`src/rtl/dot_product_pkg.sv`:
```
// Shared types and sizing helpers for the streaming dot-product engine.
package dot_product_pkg;

  localparam logic [1:0] ST_IDLE   = 2'd0;
  localparam logic [1:0] ST_ACCUM  = 2'd1;
  localparam logic [1:0] ST_DRAIN  = 2'd2;
  localparam logic [1:0] ST_OUTPUT = 2'd3;

  typedef enum logic [1:0] {
    IDLE   = ST_IDLE,
    ACCUM  = ST_ACCUM,
    DRAIN  = ST_DRAIN,
    OUTPUT = ST_OUTPUT
  } state_e;

  localparam int DEF_LANES = 4;
  localparam int DEF_DW    = 8;

  typedef logic signed [DEF_LANES-1:0][DEF_DW-1:0] lane_vec_t;

  // Result width that holds LANES x MAX_LEN worst-case products without wrap.
  function automatic int calc_ow(input int lanes, input int dw, input int max_len);
    return 2*dw + $clog2(lanes) + $clog2(max_len) + 1;
  endfunction

  function automatic int lane_lsb(input int lane, input int dw);
    return lane * dw;
  endfunction

endpackage

```
`src/rtl/dp_mac_lanes.sv`:
```
// Registered per-lane signed multiplies followed by a combinational adder tree.
module dp_mac_lanes
  import dot_product_pkg::*;
#(
  parameter int LANES = 4,
  parameter int DW    = 8,
  localparam int PW   = 2*DW,
  localparam int SW   = 2*DW + $clog2(LANES)
) (
  input  logic                    clk,
  input  logic                    reset,
  input  logic                    vld_p0,
  input  logic [LANES*DW-1:0]     a_p0,
  input  logic [LANES*DW-1:0]     b_p0,
  output logic                    vld_p1,
  output logic signed [SW-1:0]    tree_sum_p1
);

  logic signed [PW-1:0] prod_p1 [LANES];

  always_ff @(posedge clk or posedge reset) begin
    if (reset) vld_p1 <= 1'b0;
    else       vld_p1 <= vld_p0;
  end

  // S1: full-precision lane products, captured only for accepted beats
  always_ff @(posedge clk) begin
    if (vld_p0) begin
      for (int i = 0; i < LANES; i++) begin
        prod_p1[i] <= $signed(a_p0[lane_lsb(i, DW) +: DW]) * $signed(b_p0[lane_lsb(i, DW) +: DW]);
      end
    end
  end

  always_comb begin
    tree_sum_p1 = '0;
    for (int i = 0; i < LANES; i++) begin
      tree_sum_p1 = tree_sum_p1 + SW'(prod_p1[i]);
    end
  end

endmodule

```
`src/rtl/dot_product_stream.sv`:
```
// Streaming signed dot-product engine: accumulates LANES-wide beats over a job of len beats.
module dot_product_stream
  import dot_product_pkg::*;
#(
  parameter int LANES   = 4,
  parameter int DW      = 8,
  parameter int MAX_LEN = 64,
  localparam int LW     = $clog2(MAX_LEN+1),
  localparam int OW     = calc_ow(LANES, DW, MAX_LEN)
) (
  input  logic                 clk,
  input  logic                 reset,
  input  logic                 start,
  input  logic [LW-1:0]        len,
  input  logic                 in_valid,
  output logic                 in_ready,
  input  logic [LANES*DW-1:0]  inp1,
  input  logic [LANES*DW-1:0]  inp2,
  output logic                 out_valid,
  input  logic                 out_ready,
  output logic signed [OW-1:0] sum,
  output logic                 busy
);

  localparam int SW = 2*DW + $clog2(LANES);
  localparam logic [LW-1:0] MAX_LEN_L = LW'(MAX_LEN);
  localparam logic [LW-1:0] ONE       = LW'(1);

  state_e               state;
  logic [LW-1:0]        len_q;
  logic [LW-1:0]        beat_cnt;
  logic [LW-1:0]        len_clamped;
  logic                 vld_p0;
  logic                 vld_p1;
  logic                 vld_p2;
  logic signed [SW-1:0] tree_sum_p1;
  logic signed [OW-1:0] acc_p2;

  assign vld_p0      = in_valid && in_ready;
  assign len_clamped = (len > MAX_LEN_L) ? MAX_LEN_L : len;

  dp_mac_lanes #(.LANES(LANES), .DW(DW)) u_mac (
    .clk         (clk),
    .reset       (reset),
    .vld_p0      (vld_p0),
    .a_p0        (inp1),
    .b_p0        (inp2),
    .vld_p1      (vld_p1),
    .tree_sum_p1 (tree_sum_p1)
  );

  // S2: accumulate the lane-tree sum, cleared when a job starts
  always_ff @(posedge clk or posedge reset) begin
    if (reset) begin
      vld_p2 <= 1'b0;
      acc_p2 <= '0;
    end else begin
      vld_p2 <= vld_p1;
      if (state == IDLE && start) acc_p2 <= '0;
      else if (vld_p1)            acc_p2 <= acc_p2 + OW'(tree_sum_p1);
    end
  end

  always_ff @(posedge clk or posedge reset) begin
    if (reset) begin
      state     <= IDLE;
      in_ready  <= 1'b0;
      out_valid <= 1'b0;
      sum       <= '0;
      busy      <= 1'b0;
      beat_cnt  <= '0;
      len_q     <= '0;
    end else begin
      case (state)
        IDLE: begin
          if (start) begin
            len_q    <= len_clamped;
            beat_cnt <= '0;
            busy     <= 1'b1;
            if (len_clamped == '0) begin
              sum       <= '0;
              out_valid <= 1'b1;
              state     <= OUTPUT;
            end else begin
              in_ready <= 1'b1;
              state    <= ACCUM;
            end
          end
        end
        ACCUM: begin
          if (vld_p0) begin
            beat_cnt <= beat_cnt + ONE;
            if (beat_cnt + ONE == len_q) begin
              in_ready <= 1'b0;
              state    <= DRAIN;
            end
          end
        end
        // Result is only final once both pipeline stages have emptied
        DRAIN: begin
          if (!vld_p1 && !vld_p2) begin
            sum       <= acc_p2;
            out_valid <= 1'b1;
            state     <= OUTPUT;
          end
        end
        OUTPUT: begin
          if (out_ready) begin
            out_valid <= 1'b0;
            busy      <= 1'b0;
            state     <= IDLE;
          end
        end
        default: state <= IDLE;
      endcase
    end
  end

endmodule
```
`config.mk`:
```
export PLATFORM = sky130hd
export DESIGN_NAME = dot_product_stream
export DESIGN_NICKNAME = d
export VERILOG_FILES = /design/src/rtl/dot_product_pkg.sv /design/src/rtl/dp_mac_lanes.sv /design/src/rtl/dot_product_stream.sv
export SDC_FILE = /design/constraint.sdc
export NUM_CORES = 1
export LEC_CHECK = 0
export CORE_AREA = 2 2 256 132
export CTS_CLUSTER_SIZE = 30
export DETAILED_ROUTE_END_ITERATION = 6
export DIE_AREA = 0 0 258 134
export PLACE_DENSITY = 0.84
export SLEW_MARGIN = 20
export SYNTH_ARGS = -nofsm -noshare
export SYNTH_HDL_FRONTEND = slang
export SYNTH_SLANG_ARGS = --single-unit
```
`constraint.sdc`:
```
create_clock -name clk -period 4.28 [get_ports clk]
set_input_delay 0.856 -clock clk [delete_from_list [all_inputs] [get_ports clk]]
set_output_delay 0.856 -clock clk [all_outputs]
set_load 0.01 [all_outputs]
```
==> flow_summary.toml <==
[run_status]
outcome = "complete, but fails checks"
violations = "DRC, setup timing"

[floorplanning]
initial_core_util = 0.5599
core_area_sq_um = 32400
io_pins = 104
die_h_microns = 134
die_area_sq_um = 34570
die_width_microns = 258
rows = 47

[drt]
routed_wl_mm = 58.78
firstDrtPassIters = 7
ant_nets = 0
drc_errors = 2
via_count = 15590
wl_per_cell_microns = 21.67
drt_iter0_markers = 1950
viasPerCell = 5.747

[logic_synthesis]
ys.flop_type = "dfrtp_1"
syn-num-nets = 2384
yosys_register_bits = 135
yosysUniqueCellTypes = 70
synth_edf_count = 64
netlist_instances = 1871
yosysTopAreaCell = "fa_1"
synth_top_area_frac = 0.3211
async_flop_share = 0.5259
synth_area_sq_um = 18140
synth_warnings = 0
synth.area.top_cells = "fa_1 32%, inv_1 11%, edfxtp_1 11%"
syn_area_per_cell_sq_um = 9.697
yosysSeqAreaShare = 0.2038

[timing]
timing.fmax_ghz = 0.2163
slew_headroom = 0.3727
finalClockSkew_ps = 14.77
grt_setup_unrepaired = "true"
fin_crit_ps = 4624
final-hold-violation-count = 0
setup_ws_ps = -343.8
slew_viol_final = 0
fin_crit_sh = 1.080
timing.hold.ws_ps = 495.2
worst-slew-pin-transition_ps = 941.0
finalSetupViolCount = 30

[global_routing]
top_usage_layer = "met2"
grt_use_met1 = 0.4232
use_met3 = 0.04252
use_met2 = 0.4843
grt_max_degree = 66
grt_pass1_vias = 15620
antenna_found_initial = 0
overflow = 0
grt_first_pass_wirelength_mm = 80.91
grt_usage = 0.2979

[critical_path]
cp-endpoint = "u_mac.prod_p1[0][14]$_DFFE_PP_"
worstPathCellList = "buf_4 > nand2_4 > buf_4 > inv_1 > ha_4 > inv_2 > fa_1 > inv_1 > fa_1 > inv_2 > fa_1 > inv_2 > ha_4 > inv_1 > o21bai_1 > a21oi_2 > o21bai_2 > a21oi_2 > or4bb_1 > nand4_1"
cp.arrival_ps = 4910
reg2reg_depth = 18
crit_family = "adder cells"
path_buf_inv = 8
start_kind = "input port"
required_ps = 4570
worst-path-stages = 20
worst-setup-path-type = "input port to flip-flop"
reg2reg_to = "acc_p2[15]$_DFFE_PP0P_"
r2r_start = "u_mac.prod_p1[3][6]$_DFFE_PP_"
crit_slowest_cell = "fa_1"
critPathMaxFanout = 6
critPathLaunch = "inp1[7]"
setup.worst_path.end_class = "flip-flop"
slowest_delay_ps = 600
r2r_setup_slack_ps = -190

[clocking]
path_clk_slew_ps = 60
clockRootBuffer = "clkbuf_16"
clock_sinks = 135
clk_latency_ps = 430
cts_tree = "done"
cts_buffers = 17
h-tree-depth = 4
clk_path_buf_depth = 2

[placed_design]
place.gp.congestion = 0.9241
port_buffers = 103
dp.final_hpwl_mm = 36.73

[flow_run]
maxCapViolCount = 0

[worst_hold_path]
hold_path_class = "flip-flop to flip-flop"

[final_layout]
nNetsFinal = 2771
drive_above_1_share = 0.3074
fillCellCount = 1802
area_delta_synth_final_pct = 32.36
antenna_cells = 0
tightest hold or removal path, cell delays in order (launching register included):
cell and delay, ps:
dfrtp_1 360, nand2_1 50, nand2_1 50
cells in the mapped netlist, types with 7 or more instances:
| cell | n |
|---|---|
| xor2_1 | 14 |
| o21ai_0 | 37 |
| o21bai_1 | 8 |
| a21o_1 | 14 |
| dfrtp_1 | 71 |
| or3_1 | 9 |
| clkbuf_1 | 10 |
| a21boi_0 | 7 |
| nor2_1 | 60 |
| nor2b_1 | 18 |
| and2_1 | 158 |
| a211oi_1 | 7 |
| nand3_1 | 20 |
| edfxtp_1 | 64 |
| inv_1 | 529 |
| a22o_1 | 29 |
| fa_1 | 291 |
| a31oi_1 | 9 |
| nand2b_1 | 12 |
| ha_1 | 146 |
| nand2_1 | 123 |
| a21oi_1 | 37 |
| xnor2_1 | 79 |
| nor3_1 | 20 |
| mux2i_1 | 18 |
sequential cells by signal, indices dropped and copies added, names as in the netlist:
name and count:
u_mac.prod_p1 64, acc_p2 25, sum 25, beat_cnt 7
len_q 7, state 2, busy 1, in_ready 1
out_valid 1, u_mac.vld_p1 1, vld_p2 1
placed cells by master, fill, tap and decap left out, types with 7 or more instances in the layout:
| cell type | netlist | layout |
|---|---|---|
| inv_1 | 529 | 464 |
| fa_1 | 291 | 273 |
| buf_4 | 1 | 266 |
| and2_1 | 158 | 106 |
| nand2_1 | 123 | 105 |
| ha_1 | 146 | 87 |
| xnor2_1 | 79 | 74 |
| dfrtp_1 | 71 | 71 |
| inv_2 | 0 | 64 |
| edfxtp_1 | 64 | 64 |
| ha_4 | 0 | 56 |
| and2_4 | 0 | 52 |
| nor2_1 | 60 | 50 |
| buf_6 | 1 | 49 |
| clkdlybuf4s50_1 | 0 | 39 |
| a22o_1 | 29 | 29 |
| a21oi_1 | 37 | 21 |
| o21ai_0 | 37 | 20 |
| mux2i_1 | 18 | 18 |
| nand3_1 | 20 | 18 |
| fa_2 | 0 | 18 |
| clkbuf_16 | 0 | 17 |
| a21o_1 | 14 | 14 |
| xor2_1 | 14 | 14 |
| nand2_2 | 0 | 14 |
| nor2b_1 | 18 | 14 |
| a21oi_2 | 0 | 13 |
| buf_2 | 2 | 13 |
| nor3_1 | 20 | 12 |
| buf_8 | 0 | 11 |
| a31oi_1 | 9 | 8 |
| or3_1 | 9 | 8 |
| o21ai_2 | 0 | 8 |
| inv_6 | 0 | 8 |
| nand2b_1 | 12 | 7 |
| nor2_2 | 0 | 7 |
area by class of cell:
cell class,instances,area (sq um),area share
inverters,530,1998,0.08321
multi-input cells,1191,13950,0.5809
clock inverters,14,136.4,0.005679
flip-flops and latches,135,3699,0.1540
clock buffers,18,439.2,0.01829
repair buffers,383,3239,0.1349
well taps,441,551.8,0.02298
timing repair:
item,CTS,global route
cloned,0,0
hold buffers,0,0
gates resized for setup,488,209
buffers inserted,31,25
setup endpoints to repair,36,33
pin swaps,142,150
per-stage QoR:
step           std cells  utilization  cell area, sq um  TNS, ps  setup WS [ps]
2_1_floorplan       1871            -             18360    -1829         -293.0
3_3_place_gp        2629       0.6666             21600   -25780          -1042
3_5_place_dp        2629       0.6666             21600   -29510          -1341
4_1_cts             2691       0.7117             23060    -1105         -160.8
5_1_grt             2712       0.7411             24010    -6388         -452.3
6_report            2712       0.7411             24010    -4179         -343.8
kinds of logic (layout without fill, tap and decap cells):
family | count (synthesis) | count (layout) | share of synthesized area
flops | 135 | 135 | 0.2038
buf+inv | 545 | 945 | 0.1135
xor+xnor | 93 | 93 | 0.04489
simple gates | 460 | 460 | 0.1345
mux | 21 | 21 | 0.01179
fa+ha+maj | 437 | 437 | 0.4218
compound gates | 180 | 180 | 0.06965
per-layer routing:
metal | up-vias | wire [microns]
met5 | - | 0
met4 | 0 | 3334
met3 | 309 | 5851
met2 | 1087 | 26770
met1 | 7701 | 22820
li1 | 6489 | -
worst min path at each step:
| stage | start | cells past startpoint | end | slack [ps] |
|---|---|---|---|---|
| 3_3_place_gp | len_q[4]$_DFFE_PP0P_ | 2 | len_q[4]$_DFFE_PP0P_ | 480 |
| 5_1_grt | len_q[4]$_DFFE_PP0P_ | 2 | len_q[4]$_DFFE_PP0P_ | 510 |
| 6_report | len_q[4]$_DFFE_PP0P_ | 2 | len_q[4]$_DFFE_PP0P_ | 500 |
| 4_1_cts | len_q[4]$_DFFE_PP0P_ | 2 | len_q[4]$_DFFE_PP0P_ | 490 |
| 3_5_place_dp | len_q[4]$_DFFE_PP0P_ | 2 | len_q[4]$_DFFE_PP0P_ | 480 |
| 2_1_floorplan | len_q[0]$_DFFE_PP0P_ | 2 | len_q[0]$_DFFE_PP0P_ | 460 |
Power is left out: the tool's default activity adds up to more than one toggle a clock period on the data nets, which glitch-free logic cannot reach.
